### src/rtl/vec_modacc.sv
// vec_modacc: pops N-word vectors from a 1-write/N-read FIFO and sums
// count_i of them element-wise modulo MODULUS, then offers the result.
//
// Ports:
//   clk_i, reset_n_i       clock, synchronous active-low reset
//   start_i, count_i       job start and vector count (sampled in IDLE)
//   vec_i, vec_valid_i     FIFO parallel data / valid (word k = element k)
//   vec_yumi_o             FIFO pop request (valid AND state==ACCUM)
//   sum_o, sum_valid_o     accumulated vector, each element < MODULUS
//   sum_ready_i            downstream accept
//   busy_o                 high whenever not IDLE

`ifndef BIT_WIDTH
`define BIT_WIDTH 8
`endif
`ifndef N_WRITE
`define N_WRITE 4
`endif

module vec_modacc #(
   parameter int BIT_WIDTH = `BIT_WIDTH,
   parameter int N         = `N_WRITE,
   parameter int MODULUS   = 2**BIT_WIDTH-5,
   parameter int CNT_W     = 8
) (
   input  logic                   clk_i,
   input  logic                   reset_n_i,
   input  logic                   start_i,
   input  logic [CNT_W-1:0]       count_i,
   input  logic [N*BIT_WIDTH-1:0] vec_i,
   input  logic                   vec_valid_i,
   output logic                   vec_yumi_o,
   output logic [N*BIT_WIDTH-1:0] sum_o,
   output logic                   sum_valid_o,
   input  logic                   sum_ready_i,
   output logic                   busy_o
);

   typedef enum logic [1:0] {
      IDLE  = 2'd0,
      ACCUM = 2'd1,
      OUT   = 2'd2
   } state_e;

   localparam logic [BIT_WIDTH:0] Q = (BIT_WIDTH+1)'(MODULUS);

   state_e                        state_q, state_d;
   logic [N-1:0][BIT_WIDTH-1:0]   acc_q, acc_d;
   logic [CNT_W-1:0]              rem_q, rem_d;
   logic                          sum_valid_q, sum_valid_d;
   logic                          busy_q, busy_d;

   // One extra bit of headroom so a+b never overflows before the fold.
   function automatic logic [BIT_WIDTH-1:0] mod_add(
      input logic [BIT_WIDTH-1:0] a,
      input logic [BIT_WIDTH-1:0] b
   );
      logic [BIT_WIDTH:0] s;
      s = {1'b0, a} + {1'b0, b};
      if (s >= Q) s = s - Q;
      return s[BIT_WIDTH-1:0];
   endfunction

   assign vec_yumi_o = vec_valid_i && (state_q == ACCUM);

   always_comb begin
      state_d = state_q;
      acc_d   = acc_q;
      rem_d   = rem_q;
      unique case (state_q)
         IDLE: begin
            if (start_i) begin
               acc_d = '0;
               rem_d = count_i;
               state_d = (count_i == '0) ? OUT : ACCUM;
            end
         end
         ACCUM: begin
            if (vec_valid_i) begin
               for (int k = 0; k < N; k++) begin
                  acc_d[k] = mod_add(acc_q[k],
                                     vec_i[k*BIT_WIDTH +: BIT_WIDTH]);
               end
               rem_d = rem_q - 1'b1;
               if (rem_q == CNT_W'(1)) state_d = OUT;
            end
         end
         OUT: begin
            if (sum_ready_i) state_d = IDLE;
         end
         default: state_d = IDLE;
      endcase
      // Output flags are registered decodes of the next state.
      sum_valid_d = (state_d == OUT);
      busy_d      = (state_d != IDLE);
   end

   always_ff @(posedge clk_i) begin
      if (!reset_n_i) begin
         state_q     <= IDLE;
         acc_q       <= '0;
         rem_q       <= '0;
         sum_valid_q <= 1'b0;
         busy_q      <= 1'b0;
      end else begin
         state_q     <= state_d;
         acc_q       <= acc_d;
         rem_q       <= rem_d;
         sum_valid_q <= sum_valid_d;
         busy_q      <= busy_d;
      end
   end

   // acc_q is frozen in OUT, so it doubles as the held result register.
   assign sum_o       = acc_q;
   assign sum_valid_o = sum_valid_q;
   assign busy_o      = busy_q;

endmodule
### config.mk
export PLATFORM = sky130hd
export DESIGN_NAME = vec_modacc
export DESIGN_NICKNAME = d
export VERILOG_FILES = /design/src/rtl/vec_modacc.sv
export SDC_FILE = /design/constraint.sdc
export NUM_CORES = 1
export LEC_CHECK = 0
export BUFFER_PORTS_ARGS = -buffer_cell sky130_fd_sc_hd__buf_2
export CORE_MARGIN = 2
export CORE_UTILIZATION = 25
export CTS_BUF_LIST = sky130_fd_sc_hd__clkbuf_2 sky130_fd_sc_hd__clkbuf_4 sky130_fd_sc_hd__clkbuf_8
export DETAILED_ROUTE_END_ITERATION = 8
export MAX_ROUTING_LAYER = met4
export PLACE_DENSITY = 0.43
export SETUP_SLACK_MARGIN = 0.2
export SLEW_MARGIN = 20
export SYNTH_ARGS = -nofsm -noshare
export SYNTH_HDL_FRONTEND = slang
export SYNTH_SLANG_ARGS = --single-unit
### constraint.sdc
create_clock -name clk_i -period 2.55 [get_ports clk_i]
set_input_delay 0.3825 -clock clk_i [delete_from_list [all_inputs] [get_ports clk_i]]
set_output_delay 0.3825 -clock clk_i [all_outputs]
set_load 0.01 [all_outputs]
==> impl_metrics.py, run 1 <==
metrics = {
    "setup_path": {
        "crit_required_ps": 2760,
        "start_kind": "register",
        "reg2reg_to": "sum_o[10]",
        "r2r_cells": 10,
        "worstReg2RegStart": "sum_o[8]",
        "crit_path_end_kind": "register",
        "rrSetupSlack_ps": -40,
        "critPathMaxFanout": 3,
        "critPathKind": "reg2reg",
        "arrival_ps": 2800,
    },
    "cts": {
        "cts_tree": "done",
        "cts_hold_buf": 0,
        "cts_root_buffer": "clkbuf_8",
        "clkLatencyLatePin_ps": 320,
        "htree_levels": 2,
        "numCtsBuffers": 5,
        "cts_num_sinks": 44,
        "clk_pin_slew_worst_paths_ps": 90,
        "clk_path_buf_depth": 2,
    },
    "sta": {
        "min_period_ps": 2589,
        "fin_crit_sh": 1.015,
        "final_max_slew_viol_count": 0,
        "finalWorstSetupSlack_ps": -39.32,
        "relSlewSlack": 0.6808,
        "max_freq_mhz": 386.2,
        "setup_viol": 3,
        "worst_pin_slew_ps": 478.9,
        "rsz0062_at_grt": "true",
        "hold_viol": 0,
        "skew_ps": 10.09,
        "whs_ps": 347.1,
    },
    "grt": {
        "grt_max_degree": 18,
        "antenna_found_initial": 0,
        "grt-ovfl-total": 0,
        "grt_pass1_wl_um": 20280,
        "grtUsageTotal": 0.1505,
        "grt_pass1_vias": 4392,
    },
    "logic_synthesis": {
        "ys_ff_latch": 44,
        "synth_edf_count": 0,
        "ys_seq_area_frac": 0.2208,
        "syn_avg_cell_area_um2": 8.176,
        "synth_nets": 575,
        "async_flop_share": 0,
        "yosys_warnings": 0,
        "syn_inst": 488,
        "synth_ff_type": "dfxtp_1",
        "syn-cell-area_um2": 3990,
        "synthDistinctLibCells": 66,
    },
    "detailed_routing": {
        "routedWlPerCell_um": 13.30,
        "wirelength_um": 11880,
        "initialDrtViolationCount": 135,
        "vias_per_cell": 4.866,
        "drc": 0,
        "drtPass1Iterations": 4,
        "vias": 4345,
        "ant_nets": 0,
    },
    "placed_design": {
        "finalWeightedCongestion": 0.7974,
        "dp.final_hpwl_um": 9327,
        "port-buffer-count": 79,
        "dp_cells": 867,
    },
    "pwr": {
        "power_density_nw_per_um2": 419.7,
        "ir_drop_uv": 183.7,
        "leakage_nw": 2.698,
    },
    "layout": {
        "nFillCells": 1662,
        "fin_cells": 893,
        "area_delta_synth_final_pct": 49.80,
        "layout.nets": 764,
        "diodes": 0,
        "layout-drive-gt1-share": 0.4121,
    },
    "job": {
        "maxCapViolCount": 0,
    },
    "floorplanning": {
        "fp.dieH_um": 130.3,
        "die_w_um": 130.3,
        "start_util": 0.2539,
        "rows": 46,
        "fp.coreArea_um2": 15710,
        "io_pins": 80,
        "dieArea_um2": 16990,
    },
    "run_status": {
        "failed_checks": "negative setup slack",
        "status": "finished with violations",
    },
    "hold_path": {
        "min_path_cells": 3,
        "whs_endpoint": "rem_q[5]",
        "hold_start": "reset_n_i",
        "min_path_type": "in2reg",
    },
}
==> final cells by class <==
class                      count  area (µm²)  area share
timing repair buffer         193        1277      0.2137
clock buffer                   7       96.34     0.01612
tap                          216       270.3     0.04522
sequential                    44       893.4      0.1495
inverter                       9       33.78    0.005652
multi-input combinational    424        3406      0.5698
==> Yosys cell counts, types with 3 or more instances <==
library cell	instances	area, µm²
a2bb2oi_1	3	26.28
a31oi_1	5	31.28
dfxtp_1	44	880.8
o31ai_1	3	22.52
a21o_1	14	105.1
nand4b_1	3	26.28
a211oi_2	8	100.1
and3_1	5	31.28
o21a_1	11	82.58
ha_1	38	475.5
a32o_1	5	50.05
and2_1	7	43.79
xor2_1	9	78.83
o211ai_1	6	45.04
nand2_1	43	161.4
xnor2_1	10	87.58
clkbuf_1	11	41.29
a211o_1	5	43.79
a22o_1	5	43.79
a22oi_1	4	30.03
nand4_1	3	18.77
a211oi_1	7	52.55
fa_1	4	80.08
nor4_1	5	31.28
nand3_1	16	80.08
o21ai_1	9	45.04
inv_1	9	33.78
nand3b_1	3	22.52
o21ai_0	32	160.2
nor3_1	22	110.1
a21oi_1	29	145.1
nor2_1	46	172.7
nand2b_1	7	43.79
or4_1	4	30.03
a32oi_1	6	52.55
mux2i_1	9	90.09
==> cell usage in the layout, fill, tap and decap left out, types with 9 or more instances in the layout <==
cell,instances
o21ai_0,25
buf_4,107
o21ai_1,12
buf_2,79
nor2_1,43
nand2_1,42
a21oi_1,26
a21o_1,14
mux2i_1,9
dfxtp_1,38
ha_1,31
inv_1,9
nor3_1,20
nand3_1,16
o21a_1,11
==> cells by family (layout without fill, tap and decap cells) <==
logic type	Yosys count	in the layout	share of synthesized area
and+or+nand+nor	177	177	0.2223
AOI/OAI and AO/OA	175	175	0.3264
DFF	44	44	0.2208
adders and majority gates	42	42	0.1392
xor gates and xnor gates	21	21	0.04986
buffers and inverters	20	209	0.01881
muxes	9	9	0.02258
==> worst max-delay path by stage <==
stage / from / depth (start not counted) / to
after CTS: sum_o[16] / 9 / sum_o[16]
after floorplan: vec_i[8] / 9 / sum_o[10]
after detailed placement: vec_i[16] / 10 / sum_o[16]
after global routing: sum_o[16] / 10 / sum_o[19]
after global placement: vec_i[8] / 9 / sum_o[10]
final: sum_o[8] / 10 / sum_o[10]
==> metal layers <==
metal,share of wire,vias up,track usage,wire length [µm]
met5,0,-,-,0
met4,0.0085,0,0.03191,101
met3,0.033,6,0.02583,394
met2,0.49,59,0.2639,5861
met1,0.46,2023,0.1818,5522
li1,-,2257,-,-
==> critical path, stage by stage, from the launching register on <==
cell       delay, ps
dfxtp_2          340
ha_4             160
fa_2             370
a211oi_4         290
nor2_2           100
a2111oi_4        320
a211o_1          210
o41ai_4          110
buf_4            170
a21o_2           180
a32o_1           250
==> registers in the layout, summed over array words and instances (netlist names) <==
register / count
sum_valid_o: 1
rem_q: 8
state_q: 2
sum_o: 32
busy_o: 1
==> metrics by stage <==
step           total power, mW    util  TNS (ps)  instance area [µm²]  worst slack, ps
3_3_place_gp             1.886  0.3487     -2587                 5479           -222.4
3_5_place_dp             1.893  0.3487     -3008                 5479           -258.1
6_report                 2.509  0.3804    -77.96                 5977           -39.32
5_1_grt                  2.713  0.3804     -2270                 5977           -182.0
4_1_cts                  2.512  0.3736    -270.1                 5871           -80.87
2_1_floorplan            1.455       -    -23.39                 4136           -23.39
==> timing repair <==
item	4_1_cts	5_1_grt
cloned	0	0
endpoints found under the setup margin	31	32
pin swaps	35	10
resized for setup	41	14
buffers inserted	14	5
==> where the power goes <==
part | total (mW) | switching [mW] | internal (mW)
combinational | 1.23 | 0.626 | 0.600
sequential | 0.773 | 0.0399 | 0.733
clock | 0.510 | 0.268 | 0.242
Power figures use the tool's default switching activity.
==> run 2: changes to the inputs <==
--- a/config.mk
+++ b/config.mk
@@ -6,6 +6,7 @@
 export NUM_CORES = 1
 export LEC_CHECK = 0
 export BUFFER_PORTS_ARGS = -buffer_cell sky130_fd_sc_hd__buf_2
+export CORE_ASPECT_RATIO = 1.75
 export CORE_MARGIN = 2
 export CORE_UTILIZATION = 25
 export CTS_BUF_LIST = sky130_fd_sc_hd__clkbuf_2 sky130_fd_sc_hd__clkbuf_4 sky130_fd_sc_hd__clkbuf_8
==> impl_metrics.py, run 2 (synthesis gave the netlist of run 1 again) <==
metrics = {
    "floorplanning": {
        "dieArea_um2": 17030,
        "io_pins": 80,
        "rows": 61,
        "die_w_um": 99.50,
        "start_util": 0.2538,
        "fp.dieH_um": 171.1,
        "fp.coreArea_um2": 15720,
    },
    "setup_path": {
        "cp_cell_sequence": "ha_4 -> fa_2 -> a211oi_4 -> o21ai_2 -> a211oi_2 -> nand4_4 -> o21a_1 -> or4_1 -> nand3_1",
        "r2r_cells": 9,
        "start_kind": "register",
        "critPathMaxFanout": 3,
        "critPathKind": "reg2reg",
        "reg2reg_to": "sum_o[27]",
        "worstReg2RegStart": "sum_o[24]",
        "cp_num_buf_inv": 0,
        "crit_path_end_kind": "register",
        "crit_slowest_cell": "fa_2",
        "rrSetupSlack_ps": -30,
        "crit_required_ps": 2800,
        "critPathTopFamily": "compound AO/OA/AOI/OAI gates",
        "arrival_ps": 2830,
        "max_stage_delay_ps": 410,
        "critPathLaunch": "sum_o[24]",
    },
    "layout": {
        "layout-drive-gt1-share": 0.3988,
        "diodes": 0,
        "layout.nets": 748,
        "seqCellArea_um2": 893.4,
        "layout_common_cells": "94 x buf_4, 79 x buf_2, 43 x nor2_1, 41 x nand2_1, 36 x dfxtp_1",
        "largest_reg_flops": 32,
        "area_delta_synth_final_pct": 44.65,
        "nFillCells": 1724,
        "multi_input_area_um2": 3351,
        "fin_cells": 851,
        "final_common_cell": "buf_4",
    },
    "run_status": {
        "status": "finished with violations",
        "failed_checks": "negative setup slack",
    },
    "hold_path": {
        "min_path_type": "in2reg",
        "min_path_cells": 3,
        "hold_start": "reset_n_i",
        "whs_endpoint": "rem_q[5]",
    },
    "cts": {
        "clkLatencyLatePin_ps": 300,
        "cts_tree": "done",
        "cts_root_buffer": "clkbuf_8",
        "htree_levels": 2,
        "clk_pin_slew_worst_paths_ps": 90,
        "clk_path_buf_depth": 2,
        "cts_hold_buf": 0,
        "numCtsBuffers": 5,
        "cts_num_sinks": 44,
    },
    "sta": {
        "hold_viol": 0,
        "finalWorstSetupSlack_ps": -27.47,
        "worst_pin_slew_ps": 518.8,
        "rsz0062_at_grt": "true",
        "min_period_ps": 2577,
        "relSlewSlack": 0.6529,
        "final_max_slew_viol_count": 0,
        "fin_crit_sh": 1.011,
        "setup_viol": 1,
        "max_freq_mhz": 388.0,
        "skew_ps": 4.471,
    },
    "placed_design": {
        "dpl_worst_slack_ps": -242.0,
        "dp.final_hpwl_um": 10380,
        "finalWeightedCongestion": 0.8191,
        "dp_cells": 831,
        "port-buffer-count": 79,
    },
    "pwr": {
        "p_total_mw": 2.524,
        "leakage_nw": 2.609,
        "power_density_nw_per_um2": 437.3,
        "ir_drop_uv": 225.6,
    },
    "job": {
        "maxCapViolCount": 0,
    },
    "grt": {
        "grt_pass1_wl_um": 20890,
        "grt-ovfl-total": 0,
        "grtUsageTotal": 0.1545,
        "antenna_found_initial": 0,
        "grt_max_degree": 25,
        "grt_pass1_vias": 4538,
    },
    "detailed_routing": {
        "drtPass1Iterations": 5,
        "routedWlPerCell_um": 14.87,
        "initialDrtViolationCount": 123,
        "drc": 0,
        "wirelength_um": 12650,
        "vias_per_cell": 5.137,
        "vias": 4372,
        "ant_nets": 0,
    },
}
-- run 2: cell types whose count changed in the layout (fill, tap and decap cells not counted), sizes merged --
cell	delta
clkbuf	-1
bufinv	+1
clkinv	+1
buf	-16
-- run 2: power breakdown --
group	total, mW	switching (mW)	internal [mW]
sequential	0.778	0.0442	0.734
clock	0.559	0.257	0.302
combinational	1.19	0.619	0.568
total	2.52	0.920	1.60
-- run 2: metal layers --
layer | wire length (µm) | up-vias | part of all wire | GRT usage
met5 | 0 | - | 0 | -
met4 | 334 | 0 | 0.026 | 0.05360
met3 | 303 | 16 | 0.024 | 0.01552
met2 | 7283 | 84 | 0.58 | 0.3067
met1 | 4731 | 2053 | 0.37 | 0.1524
li1 | - | 2219 | - | -
-- run 2: through the flow --
step | util | area (µm²) | TNS (ps) | hold WS, ps
6_report | 0.3671 | 5772 | -27.47 | 349.6
3_3_place_gp | 0.3420 | 5378 | -3255 | 458.6
4_1_cts | 0.3602 | 5663 | -14.14 | 326.7
5_1_grt | 0.3671 | 5772 | -1388 | 346.0
3_5_place_dp | 0.3420 | 5378 | -3547 | 466.0
2_1_floorplan | - | 4136 | -23.39 | 447.9
-- run 2: tightest hold or removal path: cells and delay by family --
family	cells	cell delay [ps]
AOI/OAI and AO/OA	2	110
buffers and inverters	1	120
-- run 2: what timing repair did --
| item | CTS | global route |
|---|---|---|
| hold endpoints to repair | 0 | 0 |
| endpoints found under the setup margin | 31 | 32 |
| buffers inserted | 7 | 5 |
| pin swaps | 31 | 13 |
| gates cloned | 0 | 0 |
| resized for setup | 30 | 13 |
-- run 2: area by class of cell --
cell class | instances | share of cell area
clock buffers | 6 | 0.01322
clock inverters | 2 | 0.006070
inverters | 9 | 0.005853
multi-input cells | 424 | 0.5805
flip-flops and latches | 44 | 0.1548
well taps | 189 | 0.04097
repair buffers | 177 | 0.1986
-- run 2: worst max path at each step --
stage               slack, ps   endpoint  cells after the start
global placement         -240   sum_o[8]                     10
CTS                       -10  sum_o[10]                      9
detailed placement       -240  sum_o[10]                      9
floorplan                 -20  sum_o[10]                      9
finish                    -30  sum_o[27]                      9
global route             -160  sum_o[25]                      9
==> run 3: changes to the inputs <==
--- a/config.mk
+++ b/config.mk
@@ -13,6 +13,7 @@
 export DETAILED_ROUTE_END_ITERATION = 8
 export MAX_ROUTING_LAYER = met4
 export PLACE_DENSITY = 0.43
+export RECOVER_POWER = 50
 export SETUP_SLACK_MARGIN = 0.2
 export SLEW_MARGIN = 20
 export SYNTH_ARGS = -nofsm -noshare
==> impl_metrics.py, run 3 (synthesis gave the netlist of run 1 again) <==
metrics = {
    "hold_path": {
        "whs_endpoint": "rem_q[5]",
        "min_path_type": "in2reg",
        "min_path_cells": 3,
        "hold_start": "reset_n_i",
    },
    "grt": {
        "grt_pass1_wl_um": 20890,
        "grt_max_degree": 25,
        "grtUsageTotal": 0.1545,
        "grt_pass1_vias": 4538,
        "grt-ovfl-total": 0,
        "antenna_found_initial": 0,
    },
    "floorplanning": {
        "rows": 61,
        "dieArea_um2": 17030,
        "io_pins": 80,
        "fp.dieH_um": 171.1,
        "die_w_um": 99.50,
        "start_util": 0.2538,
        "fp.coreArea_um2": 15720,
    },
    "setup_path": {
        "start_kind": "register",
        "crit_path_end_kind": "register",
        "r2r_cells": 9,
        "cp_num_buf_inv": 0,
        "critPathKind": "reg2reg",
        "max_stage_delay_ps": 410,
        "critPathMaxFanout": 3,
        "reg2reg_to": "sum_o[27]",
        "arrival_ps": 2820,
        "rrSetupSlack_ps": -30,
        "worstReg2RegStart": "sum_o[24]",
        "crit_slowest_cell": "fa_2",
        "cp_cell_sequence": "ha_4 -> fa_2 -> a211oi_4 -> o21ai_2 -> a211oi_2 -> nand4_4 -> o21a_1 -> or4_1 -> nand3_1",
        "crit_required_ps": 2800,
        "critPathTopFamily": "compound AO/OA/AOI/OAI gates",
    },
    "detailed_routing": {
        "vias_per_cell": 5.146,
        "drtPass1Iterations": 5,
        "initialDrtViolationCount": 134,
        "drc": 0,
        "vias": 4379,
        "wirelength_um": 12660,
        "ant_nets": 0,
        "routedWlPerCell_um": 14.88,
    },
    "pwr": {
        "ir_drop_uv": 225.3,
        "p_total_mw": 2.518,
        "power_density_nw_per_um2": 439.0,
        "leakage_nw": 2.518,
    },
    "layout": {
        "diodes": 0,
        "fin_cells": 851,
        "layout_common_cells": "91 x buf_4, 60 x buf_2, 43 x nor2_1, 41 x nand2_1, 40 x dfxtp_1",
        "fin_area_um2": 5736,
        "layout-drive-gt1-share": 0.3610,
        "area_delta_synth_final_pct": 43.74,
        "nFillCells": 1730,
        "layout.nets": 748,
        "fin_util": 0.3648,
        "largest_reg_flops": 32,
        "final_common_cell": "buf_4",
    },
    "placed_design": {
        "finalWeightedCongestion": 0.8191,
        "dp.final_hpwl_um": 10380,
        "dpl_worst_slack_ps": -242.0,
        "dpl_cell_area_um2": 5378,
        "dp_cells": 831,
        "port-buffer-count": 79,
    },
    "sta": {
        "min_period_ps": 2576,
        "finalSetupTns_ps": -25.63,
        "final_max_slew_viol_count": 0,
        "max_freq_mhz": 388.3,
        "whs_ps": 350.5,
        "hold_viol": 0,
        "relSlewSlack": 0.6532,
        "worst_pin_slew_ps": 518.5,
        "setup_viol": 1,
        "finalWorstSetupSlack_ps": -25.63,
        "rsz0062_at_grt": "true",
        "fin_crit_sh": 1.010,
        "skew_ps": 4.881,
    },
    "cts": {
        "clk_path_buf_depth": 2,
        "htree_levels": 2,
        "cts_tree": "done",
        "cts_num_sinks": 44,
        "numCtsBuffers": 5,
        "clk_pin_slew_worst_paths_ps": 90,
        "clkLatencyLatePin_ps": 300,
        "cts_hold_buf": 0,
        "cts_root_buffer": "clkbuf_8",
    },
    "job": {
        "maxCapViolCount": 0,
    },
    "run_status": {
        "failed_checks": "negative setup slack",
        "status": "finished with violations",
    },
}
[run 3: cell count changes in the layout (fill, tap and decap cells not counted), sizes merged]
cell    before  now
buf        177  155
clkbuf       6   28
[run 3: power by group]
part           internal (mW)  leakage, nW  switching [mW]
sequential             0.733        0.361          0.0447
clock                  0.302       0.0586           0.257
combinational          0.562         2.10           0.620
total                   1.60         2.52           0.921
[run 3: worst reg2reg max path, cell delays in order, from the launching register on]
cell	delay, ps
dfxtp_2	340
ha_4	160
fa_2	410
a211oi_4	300
o21ai_2	110
a211oi_2	310
nand4_4	170
o21a_1	250
or4_1	400
nand3_1	70
[run 3: cell type report]
type | instances | area [µm²] | area share
Clock buffer | 6 | 76.32 | 0.01331
Clock inverter | 2 | 35.03 | 0.006108
Inverter | 9 | 33.78 | 0.005890
Multi-Input combinational cell | 424 | 3351 | 0.5842
Sequential cell | 44 | 888.4 | 0.1549
Tap cell | 189 | 236.5 | 0.04123
Timing Repair Buffer | 177 | 1115 | 0.1944
[run 3: worst max-delay path by stage]
stage / depth (start not counted) / slack, ps / start / to
after CTS: 9 / -10 / sum_o[8] / sum_o[10]
after global placement: 10 / -240 / vec_i[8] / sum_o[8]
after floorplan: 9 / -20 / vec_i[8] / sum_o[10]
after global routing: 9 / -160 / sum_o[24] / sum_o[25]
final: 9 / -30 / sum_o[24] / sum_o[27]
after detailed placement: 9 / -240 / vec_i[8] / sum_o[10]
[run 3: per-layer routing]
layer | wire length (µm) | up-vias | track usage
met5 | 0 | - | -
met4 | 334 | 0 | 0.05360
met3 | 292 | 16 | 0.01552
met2 | 7297 | 83 | 0.3067
met1 | 4739 | 2061 | 0.1524
li1 | - | 2219 | -
[run 3: timing repair]
item                       4_1_cts  5_1_grt
resized for setup               30       13
setup endpoints to repair       31       32
pin swaps                       31       13
setup buffers                    7        5
